<file path="src/rtl/adder_serial_pkg.sv">
// Shared definitions for the digit-serial adder/subtractor (adder_serial).
// FSM state encodings are plain 2-bit constants so the state register keeps
// its legacy bit layout; clog2 sizes the chunk counter.
package adder_pkg;

    localparam logic [1:0] ST_IDLE = 2'd0;
    localparam logic [1:0] ST_RUN  = 2'd1;
    localparam logic [1:0] ST_DONE = 2'd2;

    // Ceiling log2; returns 0 for value <= 1.
    function automatic int unsigned clog2(input int unsigned value);
        int unsigned r;
        int unsigned v;
        r = 0;
        v = 1;
        while (v < value) begin
            v = v << 1;
            r = r + 1;
        end
        return r;
    endfunction

endpackage

</file>
<file path="src/rtl/adder_serial_chunk.sv">
// adder_chunk: combinational CHUNK-bit full adder, {o_cout,o_sum} = a + b + cin.
// With ADDER_SERIAL_OVF_EN defined it also exports the carry into its MSB,
// which the top uses to derive signed overflow from the last chunk.
module adder_chunk #(
    parameter int unsigned CHUNK = 8
) (
    input  logic [CHUNK-1:0] i_a,
    input  logic [CHUNK-1:0] i_b,
    input  logic             i_cin,
    output logic [CHUNK-1:0] o_sum,
    output logic             o_cout
`ifdef ADDER_SERIAL_OVF_EN
    ,
    output logic             o_cmsb
`endif
);

    logic [CHUNK:0] w_full;

    assign w_full = {1'b0, i_a} + {1'b0, i_b} + {{CHUNK{1'b0}}, i_cin};
    assign o_sum  = w_full[CHUNK-1:0];
    assign o_cout = w_full[CHUNK];

`ifdef ADDER_SERIAL_OVF_EN
    // Sum bit = a ^ b ^ carry_in at the MSB, so the carry in is recovered by XOR.
    assign o_cmsb = i_a[CHUNK-1] ^ i_b[CHUNK-1] ^ w_full[CHUNK-1];
`endif

endmodule

</file>
<file path="src/rtl/adder_serial.sv">
// adder_serial: digit-serial multi-precision adder/subtractor.
// Operands are taken on a valid/ready handshake and added CHUNK bits per clock,
// LSB chunk first, with the carry held in a register between chunks.
// Subtraction is A + ~B + ~cin, so ocout = 1 means "no borrow".
// Optional feature macro: ADDER_SERIAL_OVF_EN adds the oovf signed-overflow port.
module adder_serial
    import adder_pkg::*;
#(
    parameter int unsigned MP_WIDTH = 32,
    parameter int unsigned CHUNK    = 8
) (
    input  logic                iclk,
    input  logic                irst,
    input  logic                ivalid,
    output logic                oready,
    input  logic [MP_WIDTH-1:0] ia,
    input  logic [MP_WIDTH-1:0] ib,
    input  logic                icin,
    input  logic                isub,
    output logic                ovalid,
    input  logic                iready,
    output logic [MP_WIDTH-1:0] osum,
    output logic                ocout
`ifdef ADDER_SERIAL_OVF_EN
    ,
    output logic                oovf
`endif
);

    localparam int unsigned NCHUNK = MP_WIDTH / CHUNK;
    localparam int unsigned CNT_W  = (clog2(NCHUNK) > 0) ? clog2(NCHUNK) : 1;
    localparam logic [CNT_W-1:0] LAST_CNT = CNT_W'(NCHUNK - 1);

    if ((CHUNK == 0) || (MP_WIDTH % CHUNK != 0)) begin : g_bad_chunk
        $error("adder_serial: MP_WIDTH must be a non-zero multiple of CHUNK");
    end

    logic [1:0]          r_state;
    logic [CNT_W-1:0]    r_cnt;
    logic [MP_WIDTH-1:0] r_a;
    logic [MP_WIDTH-1:0] r_b;
    logic                r_carry;
    logic [MP_WIDTH-1:0] r_osum;
    logic                r_ocout;
`ifdef ADDER_SERIAL_OVF_EN
    logic                r_oovf;
    logic                w_chunk_cmsb;
`endif

    logic [CHUNK-1:0]    w_chunk_sum;
    logic                w_chunk_cout;
    logic [MP_WIDTH-1:0] w_a_next;
    logic [MP_WIDTH-1:0] w_b_next;
    logic                w_last;
    logic                w_accept;

    assign oready   = (r_state == ST_IDLE);
    assign ovalid   = (r_state == ST_DONE);
    assign osum     = r_osum;
    assign ocout    = r_ocout;
`ifdef ADDER_SERIAL_OVF_EN
    assign oovf     = r_oovf;
`endif

    assign w_accept = (r_state == ST_IDLE) && ivalid;
    assign w_last   = (r_cnt == LAST_CNT);

    adder_chunk #(
        .CHUNK (CHUNK)
    ) u_chunk (
        .i_a    (r_a[CHUNK-1:0]),
        .i_b    (r_b[CHUNK-1:0]),
        .i_cin  (r_carry),
        .o_sum  (w_chunk_sum),
        .o_cout (w_chunk_cout)
`ifdef ADDER_SERIAL_OVF_EN
        ,
        .o_cmsb (w_chunk_cmsb)
`endif
    );

    // The A register doubles as the partial-sum shift register: each result
    // chunk enters at the top as the consumed A chunk leaves at the bottom,
    // so after NCHUNK shifts it holds the complete sum.
    if (NCHUNK == 1) begin : g_single
        assign w_a_next = w_chunk_sum;
    end else begin : g_multi
        assign w_a_next = {w_chunk_sum, r_a[MP_WIDTH-1:CHUNK]};
    end

    assign w_b_next = r_b >> CHUNK;

    // FSM sequencing IDLE -> RUN -> DONE -> IDLE and the chunk counter
    always_ff @(posedge iclk or posedge irst) begin
        if (irst) begin
            r_state <= ST_IDLE;
            r_cnt   <= '0;
        end else begin
            case (r_state)
                ST_IDLE: begin
                    if (ivalid) begin
                        r_state <= ST_RUN;
                        r_cnt   <= '0;
                    end
                end
                ST_RUN: begin
                    r_cnt <= r_cnt + CNT_W'(1);
                    if (w_last) begin
                        r_state <= ST_DONE;
                    end
                end
                ST_DONE: begin
                    if (iready) begin
                        r_state <= ST_IDLE;
                    end
                end
                default: begin
                    r_state <= ST_IDLE;
                end
            endcase
        end
    end

    // Operand capture, per-chunk operand/sum shifting and the inter-chunk carry
    always_ff @(posedge iclk or posedge irst) begin
        if (irst) begin
            r_a     <= '0;
            r_b     <= '0;
            r_carry <= 1'b0;
        end else if (w_accept) begin
            r_a     <= ia;
            r_b     <= isub ? ~ib : ib;
            r_carry <= icin ^ isub;
        end else if (r_state == ST_RUN) begin
            r_a     <= w_a_next;
            r_b     <= w_b_next;
            r_carry <= w_chunk_cout;
        end
    end

    // Result registers, loaded only on the RUN -> DONE transition
    always_ff @(posedge iclk or posedge irst) begin
        if (irst) begin
            r_osum  <= '0;
            r_ocout <= 1'b0;
`ifdef ADDER_SERIAL_OVF_EN
            r_oovf  <= 1'b0;
`endif
        end else if ((r_state == ST_RUN) && w_last) begin
            r_osum  <= w_a_next;
            r_ocout <= w_chunk_cout;
`ifdef ADDER_SERIAL_OVF_EN
            r_oovf  <= w_chunk_cmsb ^ w_chunk_cout;
`endif
        end
    end

endmodule

</file>
<file path="config.mk">
export PLATFORM = sky130hd
export DESIGN_NAME = adder_serial
export DESIGN_NICKNAME = d
export VERILOG_FILES = /design/src/rtl/adder_serial_pkg.sv /design/src/rtl/adder_serial_chunk.sv /design/src/rtl/adder_serial.sv
export SDC_FILE = /design/constraint.sdc
export NUM_CORES = 1
export LEC_CHECK = 0
export BUFFER_PORTS_ARGS = -buffer_cell sky130_fd_sc_hd__buf_4
export CAP_MARGIN = 10
export CORE_ASPECT_RATIO = 1.1
export CORE_UTILIZATION = 55
export CTS_CLUSTER_DIAMETER = 200
export DETAILED_ROUTE_END_ITERATION = 6
export PLACE_DENSITY_LB_ADDON = 0.3
export SYNTH_ARGS = -nofsm -noshare
export SYNTH_HDL_FRONTEND = slang
export SYNTH_SLANG_ARGS = --single-unit
</file>
<file path="constraint.sdc">
create_clock -name iclk -period 9.2 [get_ports iclk]
set_input_delay 1.84 -clock iclk [delete_from_list [all_inputs] [get_ports iclk]]
set_output_delay 1.84 -clock iclk [all_outputs]
set_load 0.03 [all_outputs]
</file>
* Word-level counts from Yosys, hierarchy flattened
Index checks and enable logic that the tools add are counted.
** Cells by class
- $add $sub $neg :: 3
- Multiply operators :: 0
- Div/mod/pow operators :: 0
- Order comparisons :: 0
- Equality and inequality tests :: 6
- Shift-type cells :: 0
- Muxes and demuxes :: 13
- Bitwise gates (word level) :: 2
- Reduce and logical (&&, ||, !) cells :: 7
** Operator list (count)
- 32-bit two-way mux :: 5
- 32-bit inverter :: 1
- 8-bit by 8-bit adder with 9-bit output :: 1
- 9-bit by 1-bit adder with 9-bit output :: 1
- 2-bit two-way mux :: 4
- 2-bit one-hot mux with 3 select lines :: 1
- 2-bit equality test (second input constant) :: 2
- 2-bit != test (second input constant) :: 2
- 2-bit one-hot mux with 2 select lines :: 1
- 2-bit nonzero test :: 2
- 3-bit AND reduction :: 1
- 2-bit by 1-bit adder with 2-bit output (second input constant) :: 1
- 2-bit by 1-bit equality test with 1-bit output (second input constant) :: 1
- 1-bit logical AND :: 2
- 2-bit zero test :: 1
- 1-bit two-way mux :: 2
- 2-bit by 1-bit != test with 1-bit output (second input constant) :: 1
- 2-bit AND reduction :: 1
- 1-bit bitwise XOR :: 1
** Storage, ports and cells
- Flip-flop bits (word level) :: 102
- Bits in latches :: 0
- RAM bits :: 0
- ROM bits :: 0
- Input bits :: 70
- Word-level logic and storage cells :: 38
- Memories kept :: 0

* Longest topological paths before layout
Gate-level depths: netlist (run 1).
- Word-level depth :: 4
- Depth in mapped cells :: 7

* By module
Synthesis (run 1) repeated with hierarchy kept, for this count alone.
** Second synthesis, totals
- Cells, all modules :: 470
- Area, all modules :: 4947.2 µm²
** Modules (own cells, without submodules)
- adder_serial :: instances 1, cells each 430, area an instance 4615.7 µm²
- adder_chunk :: instances 1, cells each 40, area an instance 331.6 µm²

* Worst setup path after synthesis (run 1)
OpenSTA, ideal clock, no wires.
- Kind :: input -> register
- From :: in ivalid
- To :: reg r_b[10]
- Library setup time :: 0.126 ns
- Data arrival time :: 2.841 ns
- Required time :: 9.074 ns
- Slack :: 6.233 ns
- Stages :: 5
- Path buffers :: 2
- Path through :: nor3b_2 -> nor2_1 -> buf_2 -> buf_2 -> a221o_1
** On the way
- Word-level cells in the longest chain between the ends :: 2
** RTL lines
- from (decl) :: line adder_serial.sv:14 : input logic ivalid,
- 1-bit logical AND (*) :: line adder_serial.sv:65 : assign w_accept = (r_state == ST_IDLE) && ivalid;
- 32-bit two-way mux / 2-bit nonzero test (equally long branches)
- to (signal assigned) :: line adder_serial.sv:132 : r_b <= isub ? ~ib : ib;
- to (signal assigned) :: line adder_serial.sv:136 : r_b <= w_b_next;
- to (decl) :: line adder_serial.sv:41 : logic [MP_WIDTH-1:0] r_b;
Mark *: on every way between the ends. The rest lies on a longest branch, timed or not.
A chain may end at the register's enable or synchronous reset.

* Final worst setup path (run 1)
- From :: in ivalid
- To :: reg r_a[30]
** On the way
- Word-level cells in the longest chain between the ends :: 2
** RTL lines
- 1-bit logical AND (*) :: line adder_serial.sv:65
- 32-bit two-way mux / 2-bit nonzero test (equally long branches)
- to (signal assigned) :: line adder_serial.sv:131 : r_a <= ia;
- to (signal assigned) :: line adder_serial.sv:135 : r_a <= w_a_next;
- to (decl) :: line adder_serial.sv:40 : logic [MP_WIDTH-1:0] r_a;
Marks and branches as above.

==> reports/results.ini, run 1 <==
[floorplanning]
initial_core_util_pct = 57.68
rows = 34
dieHeight_um = 98.56
die_area_mm2 = 0.008849
ios = 105
coreArea_mm2 = 0.008083
die_x_um = 89.78

[routing]
wire_per_inst_um = 16.73
vias_per_cell = 5.765
drtAntennaViolNets = 0
firstDrtPassIters = 5
dr_wl_met3_um = 601
routed_wl_um = 10480
dr_wl_met2_um = 5245
first_iter_violations = 183
wl_met1_um = 4287
route.vias.total = 3609
drt_drc_violations_left = 0
routed.top_layer = met4

[clock_network]
hold_buffers = 0
post_cts_buffers = 0
ctsLongestPathBuffers = 2
clk-insertion-delay-late_ns = 0.36
cts_resized = 0
cts.sinks = 102
htreeDepth = 3
cts_tree = yes
cts_buffers = 9
root_buffer = clkbuf_8
path_clk_slew_ns = 0.10

[logic_synthesis]
yosys_register_bits = 102
ys.flop_type = dfrtp_1
syn_nets = 502
ys_async_sr_fraction_pct = 100.0
synthCells = 422
yosysWarnings = 0
syn_area_per_cell_um2 = 11.05
synth.yosys.seq_area_share_pct = 54.75
synth_edf_count = 0
synth.distinct_cells = 34
synth_area_mm2 = 0.004662

[worst_setup_path]
end_kind = flop
crit_arrival_ns = 3.50
path_max_fanout = 57
critPathLaunchType = input pin
required_ns = 9.44
cp_cell_sequence = buf_4, nor3b_4, buf_4, nor2_4, buf_4, a221o_1, a311o_1
critical_path_class = input pin to flop
slowest_delay_ns = 0.37
slowest_stage = a221o_1
cpMostUsedCell = buf_4

[placed_design]
gp_congestion = 0.8415
port_buffers = 104
dpl.hpwl_um = 7579
pre_cts_ws_ns = 5.587

[timing]
final-hold-violation-count = 0
post-route-min-period_ns = 3.258
setup_viol = 0
finalSetupTns_ns = 0
worstMarginPinSlew_ns = 0.7744
fmaxAchievable_mhz = 306.9
final_max_slew_viol_count = 0
relSlewSlack_pct = 48.38
rsz0062_at_grt = no
post-route-period-util_pct = 35.42
finClkSkew_ns = 0.01008
fin_ws_ns = 5.942

[finish]
antenna_cells = 0
final.fill_count = 614
utilization_pct = 70.77
area_delta_synth_final_pct = 22.71
drive_gt1_share_pct = 30.12
finalNetCount = 593

[grt]
grt_pass1_wl_um = 17030
grt_start_max_net_pins = 64
grt-ovfl-total = 0
antenna_found_initial = 0
first_global_vias = 3502
grt.total_usage_pct = 24.72

[min_path]
worstHoldPathType = flop to flop

[run]
cap_violations = 0

[outcome]
status = finished clean

[power_and_ir_drop]
power_leakage_nw = 2.704
ir_worst_vdd_uv = 144.2
power_density_mw_per_mm2 = 383.6

==> flip-flops by register name, indices dropped and copies added, names as in the netlist <==
name	cells
ocout	1
osum	32
r_a	32
r_b	32
r_carry	1
r_cnt	2
r_state	2
==> power breakdown <==
group | total [mW] | internal, mW | switching (mW)
Sequential | 0.834 | 0.671 | 0.163
Combinational | 1.10 | 0.460 | 0.639
Clock | 0.261 | 0.102 | 0.159
Total | 2.19 | 1.23 | 0.962
==> kinds of logic (layout without fill, tap and decap cells) <==
kind of cell / Yosys count / after routing / share of synthesized area [%]
xor gates and xnor gates: 37 / 37 / 6.951
DFF: 102 / 102 / 54.75
muxes: 26 / 26 / 6.280
buffers and inverters: 32 / 128 / 2.899
adders and majority gates: 10 / 10 / 3.006
and+or+nand+nor: 116 / 116 / 10.36
AOI/OAI and AO/OA: 99 / 99 / 15.75
==> final timing paths <==
check | depth (start not counted) | endpoint | slack, ns | from
worst max-delay path | 7 | r_a[30]$_DFFE_PP0P_ | 5.94 | ivalid
worst min-delay path | 2 | osum[29]$_DFFE_PP0P_ | 0.50 | osum[29]$_DFFE_PP0P_
worst max register to register | 6 | osum[28]$_DFFE_PP0P_ | 6.65 | r_a[0]$_DFFE_PP0P_
worst min register to register | 2 | osum[29]$_DFFE_PP0P_ | 0.50 | osum[29]$_DFFE_PP0P_
max in group asynchronous | 3 | r_a[6]$_DFFE_PP0P_ | 6.55 | irst
min in group asynchronous | 2 | r_b[31]$_DFFE_PP0P_ | 1.49 | irst
==> layout by cell type (no fill, tap or decap), types with 2 or more instances in the layout <==
master      synthesis  layout
buf_4               0     109
dfrtp_1           102     102
nand2_1            66      66
xnor2_1            34      34
a22oi_1            30      30
nor2_1             29      28
mux2_2             26      26
a221o_1            26      26
o21ai_0            21      21
nand3_1             9       9
clkbuf_8            0       9
a21oi_1             8       8
ha_1                8       8
nor3_1              4       4
xor2_1              3       3
o31ai_1             3       3
a21o_1              2       2
nand2b_1            2       2
o21a_1              2       2
o21ai_1             2       2
fa_1                2       2
clkinvlp_4          0       2
inv_6               0       2
==> area by class of cell <==
type / instances / area (µm²) / area share, %
Clock buffer: 9 / 123.9 / 2.165
Clock inverter: 7 / 57.56 / 1.006
Inverter: 2 / 10.01 / 0.1750
Multi-Input combinational cell: 288 / 1996 / 34.89
Sequential cell: 102 / 2552 / 44.62
Tap cell: 108 / 135.1 / 2.362
Timing Repair Buffer: 110 / 845.8 / 14.79
==> per-stage QoR <==
step	hold WS (ns)	instance area [µm²]	total power [mW]	cells
4_1_cts	0.5095	5693	2.191	625
3_5_place_dp	0.4750	5512	1.929	609
3_3_place_gp	0.4723	5512	1.876	609
2_1_floorplan	0.4525	4662	1.577	422
6_report	0.5002	5720	2.195	626
5_1_grt	0.5337	5720	2.336	626
==> cells in the mapped netlist, types with 2 or more instances <==
master	n	area, µm²
a21o_1	2	15.01
a21oi_1	8	40.04
a221o_1	26	260.3
a22oi_1	30	225.2
buf_1	2	7.510
buf_2	12	60.06
clkbuf_1	16	60.06
dfrtp_1	102	2552
fa_1	2	40.04
ha_1	8	100.1
inv_1	2	7.510
mux2_2	26	292.8
nand2_1	66	247.7
nand2b_1	2	12.51
nand3_1	9	45.04
nor2_1	29	108.9
nor3_1	4	20.02
o21a_1	2	15.01
o21ai_0	21	105.1
o21ai_1	2	10.01
o31ai_1	3	22.52
xnor2_1	34	297.8
xor2_1	3	26.28
==> per-layer routing <==
metal | vias up | GRT usage, %
met5 | - | 0
met3 | 29 | 3.086
met1 | 1739 | 31.32
li1 | 1681 | -
met2 | 160 | 42.49
met4 | 0 | 11.85
==> critical path: cells and delay by family <==
family / cells / cell delay (ns)
buffers and inverters: 3 / 0.76
AO/OA/AOI/OAI: 2 / 0.70
AND/OR/NAND/NOR: 2 / 0.19
Note: power is estimated with default switching activity, not from simulation.
==> inputs of run 2 (changes only) <==
CORE_UTILIZATION = 49   (was 55)
clock period = 2.6 ns   (was 9.2 ns; I/O delays follow)
==> reports/results.ini, run 2 (same netlist as run 1, synthesis figures left out) <==
[floorplanning]
dieHeight_um = 104.3
coreArea_mm2 = 0.009054
die_area_mm2 = 0.009909
rows = 36
initial_core_util_pct = 51.49
die_x_um = 95
ios = 105

[clock_network]
cts.sinks = 102
cts_resized = 0
hold_buffers = 0
cts_tree = yes
root_buffer = clkbuf_8
clk-insertion-delay-late_ns = 0.35
post_cts_buffers = 0
ctsLongestPathBuffers = 2
path_clk_slew_ns = 0.10
cts_buffers = 9
htreeDepth = 3

[routing]
wire_per_inst_um = 16.92
wl_met1_um = 4511
drt_drc_violations_left = 0
first_iter_violations = 196
dr_wl_met3_um = 633
vias_per_cell = 5.606
drtAntennaViolNets = 0
routed_wl_um = 10780
firstDrtPassIters = 4
routed.top_layer = met4
dr_wl_met2_um = 5502
route.vias.total = 3571

[timing]
final_max_slew_viol_count = 0
setup_viol = 0
rsz0062_at_grt = no
relSlewSlack_pct = 67.88
post-route-min-period_ns = 2.347
final-hold-violation-count = 0
worstMarginPinSlew_ns = 0.4817
finalSetupTns_ns = 0
fmaxAchievable_mhz = 426.0
finClkSkew_ns = 0.01130
post-route-period-util_pct = 90.29

[worst_setup_path]
crit_arrival_ns = 2.58
r2r_start = r_a[0]$_DFFE_PP0P_
critical_path_class = flop to flop
end_kind = flop
required_ns = 2.83
r2r_slack_ns = 0.25
worstRegToRegCells = 6
r2r_end = r_a[30]$_DFFE_PP0P_
path_max_fanout = 6
critPathLaunchType = flop

[power_and_ir_drop]
ir_worst_vdd_uv = 506.9
p_total_mw = 7.749
power_density_mw_per_mm2 = 1344
power_leakage_nw = 2.726

[min_path]
worstHoldPathType = input pin to asynchronous set/reset pin

[grt]
grt-ovfl-total = 0
first_global_vias = 3453
grt_pass1_wl_um = 17140
grt_start_max_net_pins = 55
antenna_found_initial = 0
grt.total_usage_pct = 22.66

[finish]
utilization_pct = 63.70
layout_common_cells = 113 x buf_4, 102 x dfrtp_1, 66 x nand2_1
drive_gt1_share_pct = 30.40
final.fill_count = 740
area_delta_synth_final_pct = 23.70
antenna_cells = 0
finalNetCount = 598
final_common_cell = buf_4

[outcome]
status = finished clean

[placed_design]
gp_congestion = 0.8439
dpl.hpwl_um = 7972
port_buffers = 104

[run]
cap_violations = 0

==> run 2: area by class of cell <==
cell class                 instances  area, µm²  area share, %
inverter                           2      11.26         0.1953
multi-input combinational        288       1996          34.61
tap                              114      142.6          2.473
sequential                       102       2552          44.26
clock inverter                     4      31.28         0.5424
timing repair buffer             115      888.4          15.40
clock buffer                      12      145.1          2.517
==> run 2: metrics by stage <==
step / instances / hold WS [ns] / area [µm²] / worst slack [ns]
3_3_place_gp: 621 / 0.4678 / 5590 / 0.2696
2_1_floorplan: 422 / 0.4525 / 4666 / 0.3861
5_1_grt: 637 / 0.1557 / 5767 / 0.08537
6_report: 637 / 0.1529 / 5767 / 0.2526
4_1_cts: 637 / 0.1437 / 5767 / 0.2366
3_5_place_dp: 621 / 0.4734 / 5590 / 0.2521
==> run 2: how the worst max path moves through the flow <==
stage	start	endpoint	slack [ns]	depth (start not counted)
after global routing	r_a[0]$_DFFE_PP0P_	r_a[30]$_DFFE_PP0P_	0.09	6
after floorplan	r_a[0]$_DFFE_PP0P_	r_a[30]$_DFFE_PP0P_	0.39	6
after global placement	r_a[0]$_DFFE_PP0P_	r_a[30]$_DFFE_PP0P_	0.27	6
after CTS	r_a[0]$_DFFE_PP0P_	r_a[30]$_DFFE_PP0P_	0.24	6
after detailed placement	r_a[0]$_DFFE_PP0P_	r_a[30]$_DFFE_PP0P_	0.25	6
final	r_a[0]$_DFFE_PP0P_	r_a[30]$_DFFE_PP0P_	0.25	6
==> run 2: power by group <==
group	internal [mW]	switching [mW]	leakage [nW]
logic	1.65	2.26	1.37
registers	2.37	0.566	1.27
clock network	0.381	0.520	0.0909
==> run 2: routing by layer <==
layer	track usage [%]	vias to the layer above
met2	37.10	136
met3	2.851	9
met4	8.009	0
li1	-	1692
met1	30.67	1734
met5	0	-
==> run 2: worst max-delay path: stages (launching register included) <==
cell and delay [ns]:
dfrtp_1 0.41, fa_1 0.47, fa_1 0.41, a21o_1 0.19, a21oi_1 0.38, nor4_1 0.09
a311o_1 0.28
==> inputs of run 3 (changes only) <==
ABC_AREA = 1   (was default)
==> reports/results.ini, run 3 <==
[outcome]
status = finished clean

[floorplanning]
coreArea_mm2 = 0.009444
dieHeight_um = 106.0
ios = 105
initial_core_util_pct = 51.01
die_x_um = 96.54
rows = 37
die_area_mm2 = 0.01023

[worst_setup_path]
crit_family = adder cells
crit_arrival_ns = 2.19
crit_path_end = r_a[28]$_DFFE_PP0P_
r2r_start = r_a[0]$_DFFE_PP0P_
path_buf_inv = 0
cp-startpoint = r_a[0]$_DFFE_PP0P_
critical_path_class = flop to flop
slowest_stage = fa_1
r2r_slack_ns = 0.66
worstRegToRegCells = 7
cp_cell_sequence = fa_1, fa_1, nand2_1, o21ai_0, xor2_1, nand2_1, nand2_1
r2r_end = r_a[28]$_DFFE_PP0P_
cp.depth = 7
slowest_delay_ns = 0.46
critPathLaunchType = flop
path_max_fanout = 2
cpMostUsedCell = nand2_1
end_kind = flop
required_ns = 2.85

[finish]
final_cells = 730
layout_common_cells = 135 x nand2_1, 107 x buf_4, 102 x dfrtp_1
final_common_cell = nand2_1
design_area_mm2 = 0.005832
antenna_cells = 0
area_delta_synth_final_pct = 21.06
final.fill_count = 822
finalNetCount = 688
drive_gt1_share_pct = 22.02
utilization_pct = 61.75

[power_and_ir_drop]
power_leakage_nw = 2.927
ir_worst_vdd_uv = 472.3
p_total_mw = 7.682
power_density_mw_per_mm2 = 1317

[clock_network]
htreeDepth = 3
cts_resized = 0
path_clk_slew_ns = 0.10
post_cts_buffers = 0
clk-insertion-delay-late_ns = 0.36
cts_buffers = 9
cts_tree = yes
root_buffer = clkbuf_8
hold_buffers = 0
ctsLongestPathBuffers = 2
cts.sinks = 102

[routing]
drtAntennaViolNets = 0
wire_per_inst_um = 14.91
vias_per_cell = 5.359
drt_drc_violations_left = 0
firstDrtPassIters = 5
routed_wl_um = 10880
route.vias.total = 3912
first_iter_violations = 237

[grt]
grt_pass1_wl_um = 17610
grt.total_usage_pct = 22.24
first_global_vias = 3770
grt_start_max_net_pins = 103
antenna_found_initial = 0
grt-ovfl-total = 0

[placed_design]
dp_cells = 714
port_buffers = 104
dpl.hpwl_um = 7596
pre_cts_ws_ns = 0.6749
gp_congestion = 0.8987
place_area_mm2 = 0.005628

[timing]
fmaxAchievable_mhz = 516.7
finClkSkew_ns = 0.009702
setup_viol = 0
relSlewSlack_pct = 53.61
rsz0062_at_grt = no
finalSetupTns_ns = 0
final_max_slew_viol_count = 0
fin_ws_ns = 0.6647
final-hold-violation-count = 0
post-route-min-period_ns = 1.935
post-route-period-util_pct = 74.44
worstMarginPinSlew_ns = 0.6948
hold_slack_ns = 0.2933

[logic_synthesis]
synth_area_mm2 = 0.004817
synth.distinct_cells = 32
synth_most_common_cell = nand2_1
synth.yosys.seq_area_share_pct = 52.99
synthCells = 518
synthTopCellsByArea = dfrtp_1 53%, nand2_1 11%, o221ai_1 6.0%
synth_common_cells = 135 x nand2_1, 102 x dfrtp_1, 68 x inv_1
syn_area_per_cell_um2 = 9.299
yosys_register_bits = 102
yosysTopAreaCell = dfrtp_1
ys.flop_type = dfrtp_1
syn_nets = 598
synth_top_area_share_pct = 52.99
synth_edf_count = 0
ys_async_sr_fraction_pct = 100.0
yosysWarnings = 0

[min_path]
worstHoldPathType = input pin to asynchronous set/reset pin

[run]
cap_violations = 0

run 3: cell count changes after synthesis, moves of 17 or more:
cell,before,now
nand2_1,66,135
a22oi_1,30,9
a221o_1,26,0
o221ai_1,0,33
xnor2_1,34,16
nor2_1,29,12
mux2_2,26,0
inv_1,2,68
run 3: kinds of logic after synthesis:
group                      count (synthesis)  share of synthesized area (%)
adders and majority gates                 10                          2.909
buffers and inverters                    101                          9.039
and+or+nand+nor                          165                          13.82
DFF                                      102                          52.99
xor gates and xnor gates                  28                          5.091
AOI/OAI and AO/OA                        112                          16.16
run 3: cell type report:
| cell class | count | area, µm² | share of cell area [%] |
|---|---|---|---|
| clock buffer | 9 | 123.9 | 2.124 |
| clock inverter | 7 | 80.08 | 1.373 |
| inverter | 72 | 276.5 | 4.741 |
| multi-input combinational | 315 | 1829 | 31.37 |
| sequential | 102 | 2552 | 43.77 |
| tap | 117 | 146.4 | 2.510 |
| timing repair buffer | 108 | 823.3 | 14.12 |
run 3: worst register-to-register path: cells and delay by family, from the launching register on:
family / cells / cell delay (ns)
fa+ha+maj: 2 / 0.89
flops: 1 / 0.41
simple gates: 3 / 0.24
xor+xnor: 1 / 0.18
compound gates: 1 / 0.12
run 3: worst min path at each step:
stage	end	slack [ns]
after floorplan	r_cnt[0]$_DFFE_PP0P_	0.45
after global placement	r_cnt[0]$_DFFE_PP0P_	0.46
after detailed placement	osum[26]$_DFFE_PP0P_	0.47
after CTS	r_b[24]$_DFFE_PP0P_	0.33
after global routing	r_b[24]$_DFFE_PP0P_	0.34
final	r_b[24]$_DFFE_PP0P_	0.29
run 3: power breakdown:
part | internal [mW] | total [mW] | leakage [nW] | switching, mW
clock | 0.459 | 1.02 | 0.102 | 0.561
combinational | 1.39 | 3.94 | 1.55 | 2.55
sequential | 2.36 | 2.72 | 1.27 | 0.362
total | 4.21 | 7.68 | 2.93 | 3.47
run 3: layer usage:
| metal | up-vias | part of all wire (%) | routed length (µm) | GRT usage [%] |
|---|---|---|---|---|
| met5 | - | 0 | 0 | 0 |
| met4 | 0 | 1.4 | 150 | 6.828 |
| met3 | 16 | 6.0 | 650 | 3.577 |
| met2 | 143 | 48 | 5237 | 35.51 |
| met1 | 1869 | 45 | 4846 | 31.01 |
| li1 | 1884 | - | - | - |
